===== config.mk =====
export PLATFORM = sky130hd
export DESIGN_NAME = sequence_playback_ctrl
export DESIGN_NICKNAME = d
export VERILOG_FILES = /design/src/rtl/sequence_playback_ctrl.sv
export SDC_FILE = /design/constraint.sdc
export NUM_CORES = 1
export LEC_CHECK = 0
export ABC_AREA = 1
export BUFFER_PORTS_ARGS = -buffer_cell sky130_fd_sc_hd__buf_2
export CELL_PAD_IN_SITES_DETAIL_PLACEMENT = 0
export CELL_PAD_IN_SITES_GLOBAL_PLACEMENT = 2
export CORE_UTILIZATION = 29
export CTS_CLUSTER_SIZE = 25
export DETAILED_ROUTE_END_ITERATION = 10
export PLACE_DENSITY_LB_ADDON = 0.1
export SKIP_CTS_REPAIR_TIMING = 1
export SKIP_LAST_GASP = 1
export SLEW_MARGIN = 20
export SYNTH_ARGS = -nofsm -noshare
export SYNTH_HDL_FRONTEND = slang
export SYNTH_SLANG_ARGS = --single-unit

===== constraint.sdc =====
create_clock -name clk_i -period 1.6 [get_ports clk_i]
set_input_delay 0.16 -clock clk_i [delete_from_list [all_inputs] [get_ports clk_i]]
set_output_delay 0.16 -clock clk_i [all_outputs]
set_load 0.03 [all_outputs]

===== src/rtl/sequence_playback_ctrl.sv =====
// Plays the stored sequence on four LEDs for one game round and schedules the shared tick timer.
// 3-cycle start-to-LED latency; abort returns to IDLE on the next cycle from any state.
module sequence_playback_ctrl #(
  parameter int ADDR_W    = 4,
  parameter int ON_TICKS  = 3,
  parameter int OFF_TICKS = 1,
  parameter int CNT_W     = 4
) (
  input  logic              clk_i,
  input  logic              rst_i,
  input  logic              start_i,
  input  logic              abort_i,
  input  logic [ADDR_W-1:0] level_i,
  input  logic              tick_i,
  output logic [ADDR_W-1:0] mem_addr_o,
  input  logic [1:0]        mem_data_i,
  output logic [3:0]        led_o,
  output logic              timer_en_o,
  output logic              timer_clr_o,
  output logic [1:0]        speed_mult_o,
  output logic              busy_o,
  output logic              done_o
);

  typedef enum logic [2:0] {
    S_IDLE,
    S_FETCH,
    S_LOAD,
    S_SHOW,
    S_GAP,
    S_DONE
  } state_t;

  localparam logic [CNT_W-1:0] ON_LAST  = CNT_W'(ON_TICKS - 1);
  localparam logic [CNT_W-1:0] OFF_LAST = CNT_W'((OFF_TICKS > 0) ? OFF_TICKS - 1 : 0);

  state_t            state_q, state_d;
  logic [ADDR_W-1:0] addr_q, addr_d;
  logic [ADDR_W-1:0] len_q, len_d;
  logic [CNT_W-1:0]  cnt_q, cnt_d;
  logic [3:0]        led_q, led_d;
  logic [1:0]        speed_q, speed_d;
  logic              advance;

  // Any level bits above [3:0] push the value past 12, so compare on the full width.
  function automatic logic [1:0] speed_for(input logic [ADDR_W-1:0] lvl);
    logic [31:0] l;
    l = 32'(lvl);
    if (l >= 32'd12)     return 2'd0;
    else if (l >= 32'd8) return 2'd1;
    else if (l >= 32'd4) return 2'd2;
    else                 return 2'd3;
  endfunction

  always_ff @(posedge clk_i) begin
    if (rst_i) begin
      state_q <= S_IDLE;
      addr_q  <= '0;
      len_q   <= '0;
      cnt_q   <= '0;
      led_q   <= '0;
      speed_q <= 2'd3;
    end else begin
      state_q <= state_d;
      addr_q  <= addr_d;
      len_q   <= len_d;
      cnt_q   <= cnt_d;
      led_q   <= led_d;
      speed_q <= speed_d;
    end
  end

  always_comb begin
    state_d = state_q;
    addr_d  = addr_q;
    len_d   = len_q;
    cnt_d   = cnt_q;
    led_d   = led_q;
    speed_d = speed_q;
    advance = 1'b0;

    case (state_q)
      S_IDLE: begin
        if (start_i) begin
          len_d   = level_i;
          speed_d = speed_for(level_i);
          addr_d  = '0;
          state_d = S_FETCH;
        end
      end
      S_FETCH: state_d = S_LOAD;
      S_LOAD: begin
        led_d   = 4'b0001 << mem_data_i;
        cnt_d   = '0;
        state_d = S_SHOW;
      end
      S_SHOW: begin
        if (tick_i) begin
          if (cnt_q == ON_LAST) begin
            if (OFF_TICKS > 0) begin
              state_d = S_GAP;
              cnt_d   = '0;
            end else begin
              advance = 1'b1;
            end
          end else begin
            cnt_d = cnt_q + CNT_W'(1);
          end
        end
      end
      S_GAP: begin
        if (tick_i) begin
          if (cnt_q == OFF_LAST) advance = 1'b1;
          else                   cnt_d   = cnt_q + CNT_W'(1);
        end
      end
      S_DONE:  state_d = S_IDLE;
      default: state_d = S_IDLE;
    endcase

    // The last address ends the round rather than wrapping back to zero.
    if (advance) begin
      if (addr_q == len_q) begin
        state_d = S_DONE;
      end else begin
        addr_d  = addr_q + ADDR_W'(1);
        state_d = S_FETCH;
      end
    end

    if (abort_i) begin
      state_d = S_IDLE;
      addr_d  = '0;
      len_d   = '0;
      cnt_d   = '0;
      led_d   = '0;
    end
  end

  assign mem_addr_o   = addr_q;
  assign led_o        = (state_q == S_SHOW) ? led_q : 4'b0000;
  assign timer_en_o   = (state_q == S_SHOW) || (state_q == S_GAP);
  assign timer_clr_o  = (state_q == S_FETCH);
  assign speed_mult_o = speed_q;
  assign busy_o       = (state_q != S_IDLE);
  assign done_o       = (state_q == S_DONE);

endmodule


After elaboration in Yosys (flattened, before gate mapping)
Cells that the tools add are included.
{"block": "word_totals", "out_inout_bits": 14, "ff_bits": 21, "inputBits": 11, "elab_cells": 57}
{"block": "classes", "magnitude_cmp": 3, "reduce_logical": 9, "n_shift": 1, "mux": 22, "n_eq_ne": 14, "addsub": 2}
{"op": "$mux 4", "n": 9}
{"op": "$mux 3", "n": 5}
{"op": "$pmux 3 s5", "n": 1}
{"op": "$pmux 4 s3", "n": 1}
{"op": "$ne 3x3->1 const B", "n": 3}
{"op": "$add 4x1->4 const B", "n": 2}
{"op": "$ge 4x4->1 const B", "n": 2}
{"op": "$ne 2x2->1 const B", "n": 4}
{"op": "$reduce_and 4->1", "n": 2}
{"op": "$eq 3x2->1 const B", "n": 2}
{"op": "$eq 3x3->1 const B", "n": 2}
{"op": "$reduce_bool 3->1", "n": 2}
{"op": "$eq 4x2->1 const B", "n": 1}
{"op": "$eq 4x4->1", "n": 1}
{"op": "$ge 4x3->1 const B", "n": 1}
{"op": "$logic_not 4->1", "n": 1}
{"op": "$mux 1", "n": 4}
{"op": "$mux 2", "n": 2}
{"op": "$shl 1x2->4 const A", "n": 1}
{"op": "$eq 3x1->1 const B", "n": 1}
{"op": "$logic_not 3->1", "n": 1}
{"op": "$reduce_and 2->1", "n": 1}
{"op": "$reduce_or 2->1", "n": 1}
{"op": "$logic_or 1x1->1", "n": 1}

Longest topological paths before layout
Gate-level depths: netlist of run 1.
{"block": "logic_depth", "word_depth": 6, "mapped_depth": 10, "ltp_nobuf": 9}

Worst setup path after synthesis of run 1
Ideal clock, no wire load.
{"block": "synth_timing", "path_type": "flip-flop to output port", "start": "register state_q[2]", "end": "output port done_o", "path_stages_with_launch": 3, "n_path_buf": 0, "required_time_ns": 1.440, "path_slack_ns": 0.138, "arrival_time_ns": 1.302, "path_cell_list": "dfxtp_1 > inv_2 > nor3_1"}
{"block": "synth_between", "elab_chain_cells": 1}
{"item": "start, declared", "line_no": "37", "text": "state_t state_q, state_d;"}
{"item": "start signal, assigned", "line_no": "64", "text": "state_q <= state_d;"}
{"item": "$eq 3x3->1", "line_no": "146", "text": "assign done_o = (state_q == S_DONE);"}
{"item": "end, declared", "line_no": "22", "text": "output logic done_o"}
No other way between the ends.

Final worst setup path of run 1
{"block": "layout_timing", "start": "register state_q[0]", "end": "output port timer_clr_o"}
{"block": "layout_between", "elab_chain_cells": 1}
{"item": "$eq 3x1->1", "line_no": "143", "text": "assign timer_clr_o = (state_q == S_FETCH);"}
{"item": "end, declared", "line_no": "19", "text": "output logic timer_clr_o,"}
No other way between the ends.

==> impl_metrics.yaml, run 1 <==
outcome:
  status: "finished, final reports clean"
timing:
  fin_crit_ns: 1.458
  worst_pin_slew_ns: 0.3007
  relSlewSlack_pct: 79.92
  slew_viol_final: 0
  setup_viol: 0
  finalSetupTns_ns: 0
  post-route-period-util_pct: 91.13
  clock_skew_ns: 0.0009110
  hold_violations: 0
  rsz0062_at_grt: "false"
  max_freq_mhz: 685.9
logic_synthesis:
  yosysUniqueCellTypes: 25
  synthCells: 189
  synth-async-reset-ratio_pct: 0
  syn_nets: 204
  syn_area_per_cell_um2: 6.653
  ys_warn_count: 0
  synth_sequential_area_ratio_pct: 33.43
  ys.flop_type: "dfxtp_1"
  syn_area_um2: 1257
  synth_edf_count: 0
  ys_seq_elements: 21
pwr:
  p_per_area_nw_per_um2: 757.7
  peakVddDrop_v: 0.0002902
  p_leak_nw: 0.7129
grt:
  grt_pass1_vias: 1094
  grt_overflow: 0
  grt_pass1_wl_um: 4816
  grt_use_met3_pct: 2.167
  grt_max_degree: 13
  antenna_found_initial: 0
  grt_usage_pct: 13.89
  busiest_layer: "met2"
  grt_use_met1_pct: 18.56
  use_met2_pct: 22.28
worst_setup_path:
  max_stage_delay_ns: 0.50
  path_buf_inv: 2
  worstSetupStartpointType: "flop"
  cp.arrival_ns: 1.30
  worstPathRequired_ns: 1.44
  critical_path_class: "reg -> out"
  path_max_fanout: 6
  crit_chain: "inv_1 > nor3_1 > buf_2"
  crit_path_end_kind: "primary output"
  slowest_stage: "dfxtp_1"
  crit_family: "flip-flops"
clocking:
  cts_tree: "done"
  cts_root_buf: "clkbuf_8"
  cts.sinks: 21
  clk_pin_slew_ns: 0.08
  clk_latency_ns: 0.26
  cts_max_level: 1
  clockBufferDepth: 2
  numCtsBuffers: 3
floorplanning:
  pin_count: 25
  start_util_pct: 30.77
  chipWidth_um: 67.85
  row_count: 23
  core_area_um2: 4086
  die_height_um: 67.85
  die_area_um2: 4604
cells_and_area:
  fin_area_um2: 1523
  layout.nets: 237
  syn_to_final_growth_pct: 21.09
  diodes: 0
  drive_gt1_share_pct: 21.72
place:
  placed_area_um2: 1470
  dp_hpwl_um: 2176
  routabilityCongestion: 0.7587
  io_buffers: 24
job:
  maxCapViolations: 0
route:
  routed_wl_um: 2864
  via_count: 1214
  dr.pass1.iters: 4
  drc: 0
  initialDrtViolationCount: 93
  vias_per_cell: 4.480
  wl_per_cell_um: 10.57
  ant_nets: 0
worst_hold_path:
  min-delay-path-class: "in -> reg"
cell type report:
cell class                 instances  area (µm²)
clock buffer                       3       41.29
clock inverter                     1       5.005
fill                             466        2564
inverter                          26       97.59
multi-input combinational        140       729.5
sequential                        21       421.7
tap                               50       62.56
timing repair buffer              30       165.2
cells in the mapped netlist (3+ instances only):
master	instances	area, µm²
o21ai_0	6	30.03
nand4_1	3	18.77
dfxtp_1	21	420.4
nor2_1	23	86.33
ha_1	4	50.05
a21oi_1	12	60.06
nand2_1	54	202.7
a211oi_1	4	30.03
inv_1	24	90.09
nand3_1	14	70.07
layer usage:
layer | routed length (µm) | part of all wire [%] | vias up
met1 | 1504 | 53 | 520
met2 | 1232 | 43 | 19
met4 | 41 | 1.4 | 0
met5 | 0 | 0 | -
met3 | 84 | 2.9 | 4
li1 | - | - | 671
logic make-up after synthesis:
kind of cell,after synthesis,share of synthesized area (%)
flops,21,33.43
buf+inv,28,8.955
simple gates,109,41.09
fa+ha+maj,4,3.980
compound gates,26,11.84
xor+xnor,1,0.6966
cells in the final DEF (no fill, tap or decap), drive strengths merged:
master  synthesis  layout
a211oi          4       4
a21oi          12      12
a22oi           2       2
buf             2      30
clkbuf          0       3
clkinv          1       2
dfxtp          21      21
ha              4       4
inv            25      25
nand2          57      57
nand3          18      18
nand3b          2       2
nand4           3       3
nor2           27      27
nor3            2       2
o21ai           6       6
o21bai          1       1
o22ai           1       1
xor2            1       1
flip-flops by register name (all words and copies together), names as in the netlist:
register	cells
cnt_q	4
led_q	4
len_q	4
mem_addr_o	4
speed_mult_o	2
state_q	3
where the power goes:
group / total [mW] / internal, mW / switching [mW]
registers: 0.558 / 0.542 / 0.0167
logic: 0.244 / 0.0795 / 0.165
clock network: 0.351 / 0.173 / 0.178
worst min-delay path, cell delays in order:
cell	delay, ns
buf_2	0.09
inv_1	0.05
nand2_1	0.05
path summary, 6_finish.rpt:
check | startpoint | endpoint | slack [ns] | cells after the start
setup / recovery | state_q[0]$_SDFFE_PP0P_ | timer_clr_o | 0.14 | 3
hold reg to reg | led_q[0]$_SDFFE_PP0P_ | led_q[0]$_SDFFE_PP0P_ | 0.46 | 2
hold / removal | rst_i | speed_mult_o[1]$_SDFFE_PP1P_ | 0.12 | 3
setup reg to reg | cnt_q[1]$_SDFFE_PP0P_ | mem_addr_o[0]$_SDFF_PP0_ | 0.17 | 7
metrics by stage:
step	total power, mW	worst slack [ns]	hold slack [ns]	instances	utilization, %
after global placement	0.8144	0.06536	0.3850	267	35.98
after CTS	1.170	0.006834	0.1129	271	37.11
final	1.154	0.1420	0.1178	271	37.26
after detailed placement	0.8137	0.01703	0.3879	267	35.98
after floorplan	0.7497	0.1379	0.2638	189	-
after global routing	1.230	0.006254	0.1247	271	37.26
(Power assumes the default switching activity.)
==> inputs of run 2 (changes only) <==
- PLACE_DENSITY: unset -> 0.82
- PLACE_DENSITY_LB_ADDON: 0.1 -> unset
==> impl_metrics.yaml, run 2 (same netlist as run 1, synthesis figures left out) <==
worst_setup_path:
  worstSetupStartpointType: "flop"
  path_buf_inv: 2
  slowest_stage: "dfxtp_2"
  cp.arrival_ns: 1.26
  critical_path_class: "reg -> out"
  path_max_fanout: 7
  crit_family: "flip-flops"
  crit_path_end_kind: "primary output"
  crit_chain: "buf_4 > nand3_4 > nor2_1 > buf_2"
  worstPathRequired_ns: 1.44
  max_stage_delay_ns: 0.39
route:
  initialDrtViolationCount: 52
  via_count: 1235
  wl_per_cell_um: 10.53
  dr.pass1.iters: 4
  drc: 0
  routed_wl_um: 2884
  vias_per_cell: 4.507
  ant_nets: 0
place:
  dp_hpwl_um: 2260
  io_buffers: 24
  routabilityCongestion: 0.7497
  placed_area_um2: 1493
worst_hold_path:
  min-delay-path-class: "in -> reg"
cells_and_area:
  mostFrequentLayoutCell: "nand2_1"
  syn_to_final_growth_pct: 22.69
  final_cell_mix: "nand2_1 (53), inv_1 (24), buf_2 (24), nor2_1 (23), dfxtp_1 (19)"
  diodes: 0
  layout.nets: 240
  fin_area_um2: 1543
  drive_gt1_share_pct: 22.77
clocking:
  cts_root_buf: "clkbuf_8"
  cts_tree: "done"
  clk_pin_slew_ns: 0.08
  cts.sinks: 21
  numCtsBuffers: 3
  clk_latency_ns: 0.26
  clockBufferDepth: 2
  cts_max_level: 1
timing:
  setup_viol: 0
  hold_violations: 0
  rsz0062_at_grt: "false"
  post-route-period-util_pct: 88.95
  max_freq_mhz: 702.6
  clock_skew_ns: 0.001984
  relSlewSlack_pct: 82.82
  finalSetupTns_ns: 0
  slew_viol_final: 0
  fin_crit_ns: 1.423
  worst_pin_slew_ns: 0.2561
grt:
  grt_max_degree: 12
  grt_pass1_wl_um: 5126
  antenna_found_initial: 0
  grt_overflow: 0
  grt_usage_pct: 14.70
  busiest_layer: "met2"
  grt_pass1_vias: 1219
  use_met2_pct: 25.37
  grt_use_met1_pct: 18.65
  grt_use_met3_pct: 2.667
pwr:
  p_leak_nw: 0.7243
  p_per_area_nw_per_um2: 750.5
  peakVddDrop_v: 0.0003235
outcome:
  status: "finished, final reports clean"
floorplanning:
  core_area_um2: 4086
  row_count: 23
  die_area_um2: 4604
  start_util_pct: 30.77
  chipWidth_um: 67.85
  pin_count: 25
  die_height_um: 67.85
job:
  maxCapViolations: 0
==> run 2: report_power, final <==
part | switching (mW) | leakage, nW | internal, mW
logic | 0.163 | 0.530 | 0.0851
clock network | 0.173 | 0.0228 | 0.177
registers | 0.0173 | 0.171 | 0.542
total | 0.353 | 0.724 | 0.805
==> run 2: path summary, 6_finish.rpt <==
kind | startpoint | cells after the start | slack, ns | end
worst max-delay path | state_q[1]$_SDFFE_PP0P_ | 4 | 0.18 | led_o[1]
worst min-delay path | rst_i | 3 | 0.12 | speed_mult_o[0]$_SDFFE_PP1P_
worst max register to register | cnt_q[0]$_SDFFE_PP0P_ | 7 | 0.21 | mem_addr_o[1]$_SDFF_PP0_
worst min register to register | led_q[1]$_SDFFE_PP0P_ | 2 | 0.46 | led_q[1]$_SDFFE_PP0P_
==> run 2: worst reg2reg max path: cells and delay by family (launching register included) <==
kind                       cells  cell delay [ns]
and+or+nand+nor                4             0.48
adders and majority gates      1             0.18
AOI/OAI and AO/OA              1             0.15
buffers and inverters          1             0.12
DFF                            1             0.35
==> run 2: final cells by class <==
type | instances | area (µm²)
multi-input combinational | 140 | 726.9
timing repair buffer | 33 | 187.7
tap | 50 | 62.56
inverter | 26 | 97.59
fill | 457 | 2544
sequential | 21 | 422.9
clock buffer | 4 | 45.04
==> run 2: per-stage QoR <==
step	utilization [%]	instances	power (mW)	setup WS (ns)	hold WS, ns
after floorplan	-	189	0.7497	0.1379	0.2638
after global placement	36.53	270	0.8238	0.1858	0.3905
after detailed placement	36.53	270	0.8210	0.1612	0.3972
after CTS	37.63	274	1.176	0.06970	0.1190
after global routing	37.75	274	1.233	0.03535	0.1275
final	37.75	274	1.158	0.1768	0.1211
==> run 2: metal layers <==
metal / wire, µm / up-vias
met5: 0 / -
met4: 19 / 0
met3: 95 / 2
met2: 1236 / 21
met1: 1532 / 536
li1: - / 676
